### src/rtl/pwm_capture_pkg.sv
// pwm_capture shared types and constants.
// State encoding and counter saturation helper.
package pwm_capture_pkg;

  typedef enum logic [1:0] {
    WAIT_LOW  = 2'd0,
    WAIT_RISE = 2'd1,
    HIGH      = 2'd2,
    LOW       = 2'd3
  } state_t;

  function automatic logic [31:0] cnt_max(
    input int unsigned w
  );
    return (32'd1 << w) - 32'd1;
  endfunction

endpackage

### src/rtl/pwm_capture_if.sv
// pwm_capture result bus.
// Master drives measurements, slave consumes.
interface pwm_capture_if #(
  parameter int CNT_WIDTH = 16
);

  logic [CNT_WIDTH-1:0] period;
  logic [CNT_WIDTH-1:0] high_time;
  logic                 valid;
  logic                 timeout;
  logic                 stuck_level;

  modport master (
    output period,
    output high_time,
    output valid,
    output timeout,
    output stuck_level
  );

  modport slave (
    input period,
    input high_time,
    input valid,
    input timeout,
    input stuck_level
  );

endinterface

### src/rtl/pwm_capture_in_filter.sv
// pwm_in_filter: inversion, synchroniser and glitch filter.
// rise/fall flag the edge at which level is about to flip.
module pwm_in_filter #(
  parameter int   SYNC_STAGES  = 2,
  parameter int   FILTER_LEN   = 3,
  parameter logic ACTIVE_LEVEL = 1'b1
) (
  input  logic clk,
  input  logic rst,
  input  logic pwm_in,
  output logic level,
  output logic rise,
  output logic fall,
  output logic settled
);

  localparam int CW   = $clog2(FILTER_LEN + 1);
  localparam int FILL = SYNC_STAGES + FILTER_LEN - 1;
  localparam logic [CW-1:0] RUN_LAST =
    CW'(FILTER_LEN - 1);

  logic                   in_act;
  logic [SYNC_STAGES-1:0] sync_q;
  logic                   sample;
  logic                   level_q;
  logic                   level_d;
  logic [CW-1:0]          run_q;
  logic [CW-1:0]          run_d;
  logic                   flip;
  logic [FILL-1:0]        fill_q;

  assign in_act = (pwm_in == ACTIVE_LEVEL);
  assign sample = sync_q[SYNC_STAGES-1];

  always_ff @(posedge clk) begin
    if (rst) begin
      sync_q <= '0;
    end else begin
      sync_q <= {sync_q[SYNC_STAGES-2:0], in_act};
    end
  end

  always_comb begin
    flip    = (sample != level_q) &&
              (run_q == RUN_LAST);
    level_d = level_q;
    run_d   = '0;
    if (flip) begin
      level_d = sample;
    end else if (sample != level_q) begin
      run_d = run_q + CW'(1);
    end
  end

  always_ff @(posedge clk) begin
    if (rst) begin
      level_q <= 1'b0;
      run_q   <= '0;
    end else begin
      level_q <= level_d;
      run_q   <= run_d;
    end
  end

  // settled marks the point where a level present at
  // reset release has had time to reach the filter output
  always_ff @(posedge clk) begin
    if (rst) begin
      fill_q <= '0;
    end else begin
      fill_q <= {fill_q[FILL-2:0], 1'b1};
    end
  end

  assign level   = level_q;
  assign rise    = flip & sample;
  assign fall    = flip & ~sample;
  assign settled = fill_q[FILL-1];

endmodule

### src/rtl/pwm_capture.sv
// pwm_capture: PWM period / high-time measurement.
// FSM, saturating cycle counter and result registers.
module pwm_capture
  import pwm_capture_pkg::*;
#(
  parameter int   CNT_WIDTH    = 16,
  parameter int   SYNC_STAGES  = 2,
  parameter int   FILTER_LEN   = 3,
  parameter logic ACTIVE_LEVEL = 1'b1
) (
  input  logic           clk,
  input  logic           rst,
  input  logic           pwm_in,
  pwm_capture_if.master  cap
);

  localparam logic [CNT_WIDTH-1:0] T_MAX =
    CNT_WIDTH'(cnt_max(CNT_WIDTH));
  localparam logic [CNT_WIDTH-1:0] T_ONE =
    CNT_WIDTH'(1);

  logic level;
  logic rise;
  logic fall;
  logic settled;
  logic sat;

  state_t               state_q, state_d;
  logic [CNT_WIDTH-1:0] t_q, t_d;
  logic [CNT_WIDTH-1:0] hi_q, hi_d;
  logic [CNT_WIDTH-1:0] per_q, per_d;
  logic [CNT_WIDTH-1:0] high_q, high_d;
  logic                 valid_q, valid_d;
  logic                 to_q, to_d;
  logic                 stuck_q, stuck_d;

  pwm_in_filter #(
    .SYNC_STAGES  (SYNC_STAGES),
    .FILTER_LEN   (FILTER_LEN),
    .ACTIVE_LEVEL (ACTIVE_LEVEL)
  ) u_filter (
    .clk     (clk),
    .rst     (rst),
    .pwm_in  (pwm_in),
    .level   (level),
    .rise    (rise),
    .fall    (fall),
    .settled (settled)
  );

  // a rise landing on saturation completes the period
  assign sat = (t_q == T_MAX) && !to_q && !rise;

  always_comb begin
    state_d = state_q;
    t_d     = (t_q == T_MAX) ? t_q : t_q + T_ONE;
    hi_d    = hi_q;
    per_d   = per_q;
    high_d  = high_q;
    valid_d = 1'b0;
    to_d    = to_q;
    stuck_d = stuck_q;
    if (rise) begin
      t_d = T_ONE;
    end
    unique case (state_q)
      WAIT_LOW: begin
        if (settled && !level && !rise) begin
          state_d = WAIT_RISE;
        end
      end
      WAIT_RISE: begin
        if (rise) begin
          state_d = HIGH;
        end
      end
      HIGH: begin
        if (fall) begin
          hi_d    = t_q;
          state_d = LOW;
        end
      end
      LOW: begin
        if (rise) begin
          per_d   = t_q;
          high_d  = hi_q;
          valid_d = 1'b1;
          to_d    = 1'b0;
          state_d = HIGH;
        end
      end
      default: begin
        state_d = WAIT_LOW;
      end
    endcase
    if (sat) begin
      to_d    = 1'b1;
      stuck_d = level;
      per_d   = '0;
      high_d  = '0;
      if (state_q == HIGH || state_q == LOW) begin
        state_d = level ? WAIT_LOW : WAIT_RISE;
      end
    end
  end

  always_ff @(posedge clk) begin
    if (rst) begin
      state_q <= WAIT_LOW;
      t_q     <= '0;
      hi_q    <= '0;
      per_q   <= '0;
      high_q  <= '0;
      valid_q <= 1'b0;
      to_q    <= 1'b0;
      stuck_q <= 1'b0;
    end else begin
      state_q <= state_d;
      t_q     <= t_d;
      hi_q    <= hi_d;
      per_q   <= per_d;
      high_q  <= high_d;
      valid_q <= valid_d;
      to_q    <= to_d;
      stuck_q <= stuck_d;
    end
  end

  assign cap.period      = per_q;
  assign cap.high_time   = high_q;
  assign cap.valid       = valid_q;
  assign cap.timeout     = to_q;
  assign cap.stuck_level = stuck_q;

endmodule

### src/flat_wrapper.sv
// flat-port wrapper written by rule: the top's interface ports become plain ports
module pwm_capture_flat import pwm_capture_pkg::*;
#(
  parameter int   CNT_WIDTH    = 16,
  parameter int   SYNC_STAGES  = 2,
  parameter int   FILTER_LEN   = 3,
  parameter logic ACTIVE_LEVEL = 1'b1
)
  (clk, rst, pwm_in, cap_period, cap_high_time, cap_valid, cap_timeout, cap_stuck_level);
  pwm_capture_if #(.CNT_WIDTH(CNT_WIDTH)) cap_i ();
  input  logic clk;
  input  logic rst;
  input  logic pwm_in;
  output wire logic [$bits(cap_i.period)-1:0] cap_period;
  output wire logic [$bits(cap_i.high_time)-1:0] cap_high_time;
  output wire logic [$bits(cap_i.valid)-1:0] cap_valid;
  output wire logic [$bits(cap_i.timeout)-1:0] cap_timeout;
  output wire logic [$bits(cap_i.stuck_level)-1:0] cap_stuck_level;
  assign cap_period = cap_i.period;
  assign cap_high_time = cap_i.high_time;
  assign cap_valid = cap_i.valid;
  assign cap_timeout = cap_i.timeout;
  assign cap_stuck_level = cap_i.stuck_level;
  pwm_capture #(.CNT_WIDTH(CNT_WIDTH), .SYNC_STAGES(SYNC_STAGES), .FILTER_LEN(FILTER_LEN), .ACTIVE_LEVEL(ACTIVE_LEVEL)) u_core (.clk(clk), .rst(rst), .pwm_in(pwm_in), .cap(cap_i));
endmodule
### config.mk
export PLATFORM = sky130hd
export DESIGN_NAME = pwm_capture_flat
export DESIGN_NICKNAME = d
export VERILOG_FILES = /design/src/rtl/pwm_capture_pkg.sv /design/src/rtl/pwm_capture_if.sv /design/src/rtl/pwm_capture_in_filter.sv /design/src/rtl/pwm_capture.sv /design/src/flat_wrapper.sv
export SDC_FILE = /design/constraint.sdc
export NUM_CORES = 1
export LEC_CHECK = 0
export CORE_MARGIN = 3
export CORE_UTILIZATION = 58
export DETAILED_ROUTE_END_ITERATION = 12
export GPL_TIMING_DRIVEN = 0
export PLACE_DENSITY = 0.88
export SYNTH_ARGS = -nofsm -noshare
export SYNTH_HDL_FRONTEND = slang
export SYNTH_HIERARCHICAL = 1
export SYNTH_SLANG_ARGS = --single-unit
### constraint.sdc
create_clock -name clk -period 5.1 [get_ports clk]
set_clock_uncertainty 0.1 [all_clocks]
set_input_delay 0.51 -clock clk [delete_from_list [all_inputs] [get_ports clk]]
set_output_delay 0.51 -clock clk [all_outputs]
set_load 0.05 [all_outputs]
==> results by group <==
STA
  • Max Slew Vio Count: 0
  • Setup violations, final: 0
  • Highest Clock Rate: 424 MHz
  • RSZ-0062 raised after global routing: no
  • Fin Hold WS: 0.334 ns
  • Relative slew slack: 63.7%
  • Setup_tns: 0 ns
  • Post-route clock period utilization: 46.2%
  • Worst slew pin tran: around 0.54 ns
  • Final Hold Violating Endpoints: 0
  • Minimum clock period: ~2.4 ns

Synth
  • Most used DFF post-synth: dfxtp_1
  • Seq/Total Area, Yosys: between 50 and 60%
  • Yosys top cell area share: a little over half
  • Post-synth ARST share: 0%
  • Number of synthesized flops with an enable pin: 0
  • Synth warnings: 6
  • Syn Inst Count: 358
  • Biggest area consumer among synthesized cells: dfxtp_1
  • Synth unique cells: 39
  • Avg Cell Area, Syn: 8.34 um^2
  • Netlist Area Pre-Place: 2990 um^2
  • Post-Syn Nets: ~360
  • Yosys reg bits: about 80
  • Main area contributors after synthesis: dfxtp_1 (52%), nand2_1 (13%), a21oi_1 (9.7%)

Power
  • Total power divided by cell area: around 320 nW/um^2
  • VDD IR max: around 0.24 mV
  • P_leak: ~1.3 nW
  • Total Power: between 1 and 1.5 mW

Detailed routing
  • Antenna-violating nets left: 0
  • WL final: around 7 mm
  • Pre-antenna DRT Iters: 4
  • DR DRC count: 0
  • DR iter-0 viols: approximately 190
  • Via count: 2,646
  • Avg WL per Cell: 14.6 um
  • Via density: 5.54

Critical path
  • Buf/Inv on CP: 4
  • Slowest stage delay, CP: slightly below 0.4 ns
  • CP endpoint kind: register
  • Critical Path RT: approximately 5.3 ns
  • Crit Path Category: reg -> reg
  • Arr. time, crit path: roughly 2.5 ns
  • Startpoint Class: register
  • Critical Path Fanout Max: 10
  • CP max-delay cell: clkbuf_1
  • Most frequent CP cell: clkbuf_1
  • Crit path cell chain: inv_1 > ha_1 > nand2_1 > nor2_1 > clkbuf_1 > and3_1 > clkbuf_1 > clkbuf_1 > nand2_1 > a21oi_1
  • Worst R2R Start: u_core/u_filter/run_q[0]
  • Crit-path leading delay family: buffers and inverters
  • Setup crit start: u_core/u_filter/run_q[0]

Placement
  • DPL Wire Length: between 4 and 5 mm
  • Number of port buffers: 37
  • Placed Instances: 462
  • Placer Congestion: 0.905

Clock network
  • Clock root buffer master: clkbuf_8
  • CTS max path bufs: 2
  • Post-CTS setup buffers: 0
  • Clk pin slew, worst setup/hold paths: ~0.08 ns
  • Cts bufs inserted: 9
  • Clock Latency Late Sink: 0.34 ns
  • CTS-repair resized insts: 0
  • CTS tree: done
  • Clock sinks: 78
  • CTS H-tree depth: 3
  • # hold bufs at CTS: 0

Status
  • Status: complete, no violations

Global route
  • Largest net degree at the start of global routing: 18
  • Total Routing Usage GR: about a quarter
  • Initial antenna violation count: 0
  • Total congestion overflow: 0
  • First-pass GRT wire length: approximately 12 mm
  • Vias in the first global route: 2,486

Floorplanning
  • Die W: a little under 80 um
  • DIE HEIGHT: a little under 80 um
  • DIE AREA: 6040 um^2
  • IO Pins: 38
  • Row count: 25
  • Starting Density: about three fifths
  • Core outline area: about 4800 um^2

Cells and area
  • Commonest non-fill, non-tap cell in the layout: nand2_1
  • Nets: 411
  • Most frequent cells in the layout: nand2_1 (106), dfxtp_1 (78), a21oi_1 (58)
  • Ant. Diodes: 0
  • Layout area overhead: 22.7%
  • Ratio of cells with drive above 1 in the final layout: 7.79%
  • Finished Layout Cells: roughly 480

Flow run
  • Maxcap violations: 0

Min path
  • Hold Startpoint: u_core/u_filter/run_q[0]
  • Worst min path class: reg -> reg
-- stage by stage --
| step | util, % | setup WS (ns) | cell area [um^2] |
|---|---|---|---|
| final | 75.5 | 2.74 | 3660 |
| after floorplan | - | 3.27 | 2990 |
| after global routing | 75.5 | 2.56 | 3660 |
| after global placement | 70.9 | 2.62 | 3440 |
| after CTS | 75.5 | 2.80 | 3660 |
| after detailed placement | 70.9 | 2.56 | 3440 |
-- worst paths after layout --
path	slack [ns]	end	cells past startpoint
setup / recovery	2.74	u_core/cap.period[2]	10
hold / removal	0.33	u_core/u_filter/run_q[0]	1
setup reg to reg	2.74	u_core/cap.period[2]	10
hold reg to reg	0.33	u_core/u_filter/run_q[0]	1
-- worst register-to-register path, stage by stage, from the launching register on --
cell,delay [ns]
dfxtp_1,0.32
inv_1,0.05
ha_1,0.24
nand2_1,0.10
nor2_1,0.10
clkbuf_1,0.27
and3_1,0.20
clkbuf_1,0.23
clkbuf_1,0.39
nand2_1,0.12
a21oi_1,0.16
-- kinds of logic (layout without fill, tap and decap cells) --
family          count (synthesis)  count (layout)  synth area share [%]
flops                          78              78                  52.3
compound gates                 79              79                  14.8
mux                             2               2                 0.671
simple gates                  166             166                  26.2
xor+xnor                        3               3                 0.880
buf+inv                        28              81                  4.32
fa+ha+maj                       2               2                 0.838
-- area by class of cell --
class | instances | area [um^2]
clock buffers | 11 | 141
clock inverters | 5 | 81.3
well taps | 67 | 83.8
multi-input cells | 252 | 1290
fillers | 373 | 1190
flip-flops and latches | 78 | 1560
inverters | 5 | 18.8
repair buffers | 37 | 370
plain buffers | 23 | 110
-- where the power goes --
| group | internal (mW) | switching (mW) | total (mW) |
|---|---|---|---|
| clock | 0.290 | 0.225 | 0.515 |
| sequential | 0.613 | 0.00493 | 0.618 |
| combinational | 0.00862 | 0.0148 | 0.0234 |
| total | 0.912 | 0.245 | 1.16 |
-- metal layers --
layer  wire [um]  vias up  global-route usage [%]
met1        3010     1232                    32.8
met2        3410       82                    40.1
met4         155        0                    13.9
met5           0        -                       0
li1            -     1321                       -
met3         408       11                    3.36
-- synthesized netlist by cell type, types with 5 or more instances --
| cell type | count |
|---|---|
| nor2b_1 | 6 |
| dfxtp_1 | 78 |
| inv_1 | 5 |
| clkbuf_1 | 15 |
| o21ai_0 | 5 |
| nand3_1 | 9 |
| nor2_1 | 11 |
| nand2_1 | 106 |
| a21oi_1 | 58 |
-- sequential cells by signal (all words and copies together) (netlist names), 2 cells and up --
signal / flops
u_core/cap.high_time: 16
u_core/cap.period: 16
u_core/hi_q: 16
u_core/t_q: 16
u_core/u_filter/fill_q: 4
u_core/state_q: 2
u_core/u_filter/run_q: 2
u_core/u_filter/sync_q: 2
Power figures use the tool's default switching activity.
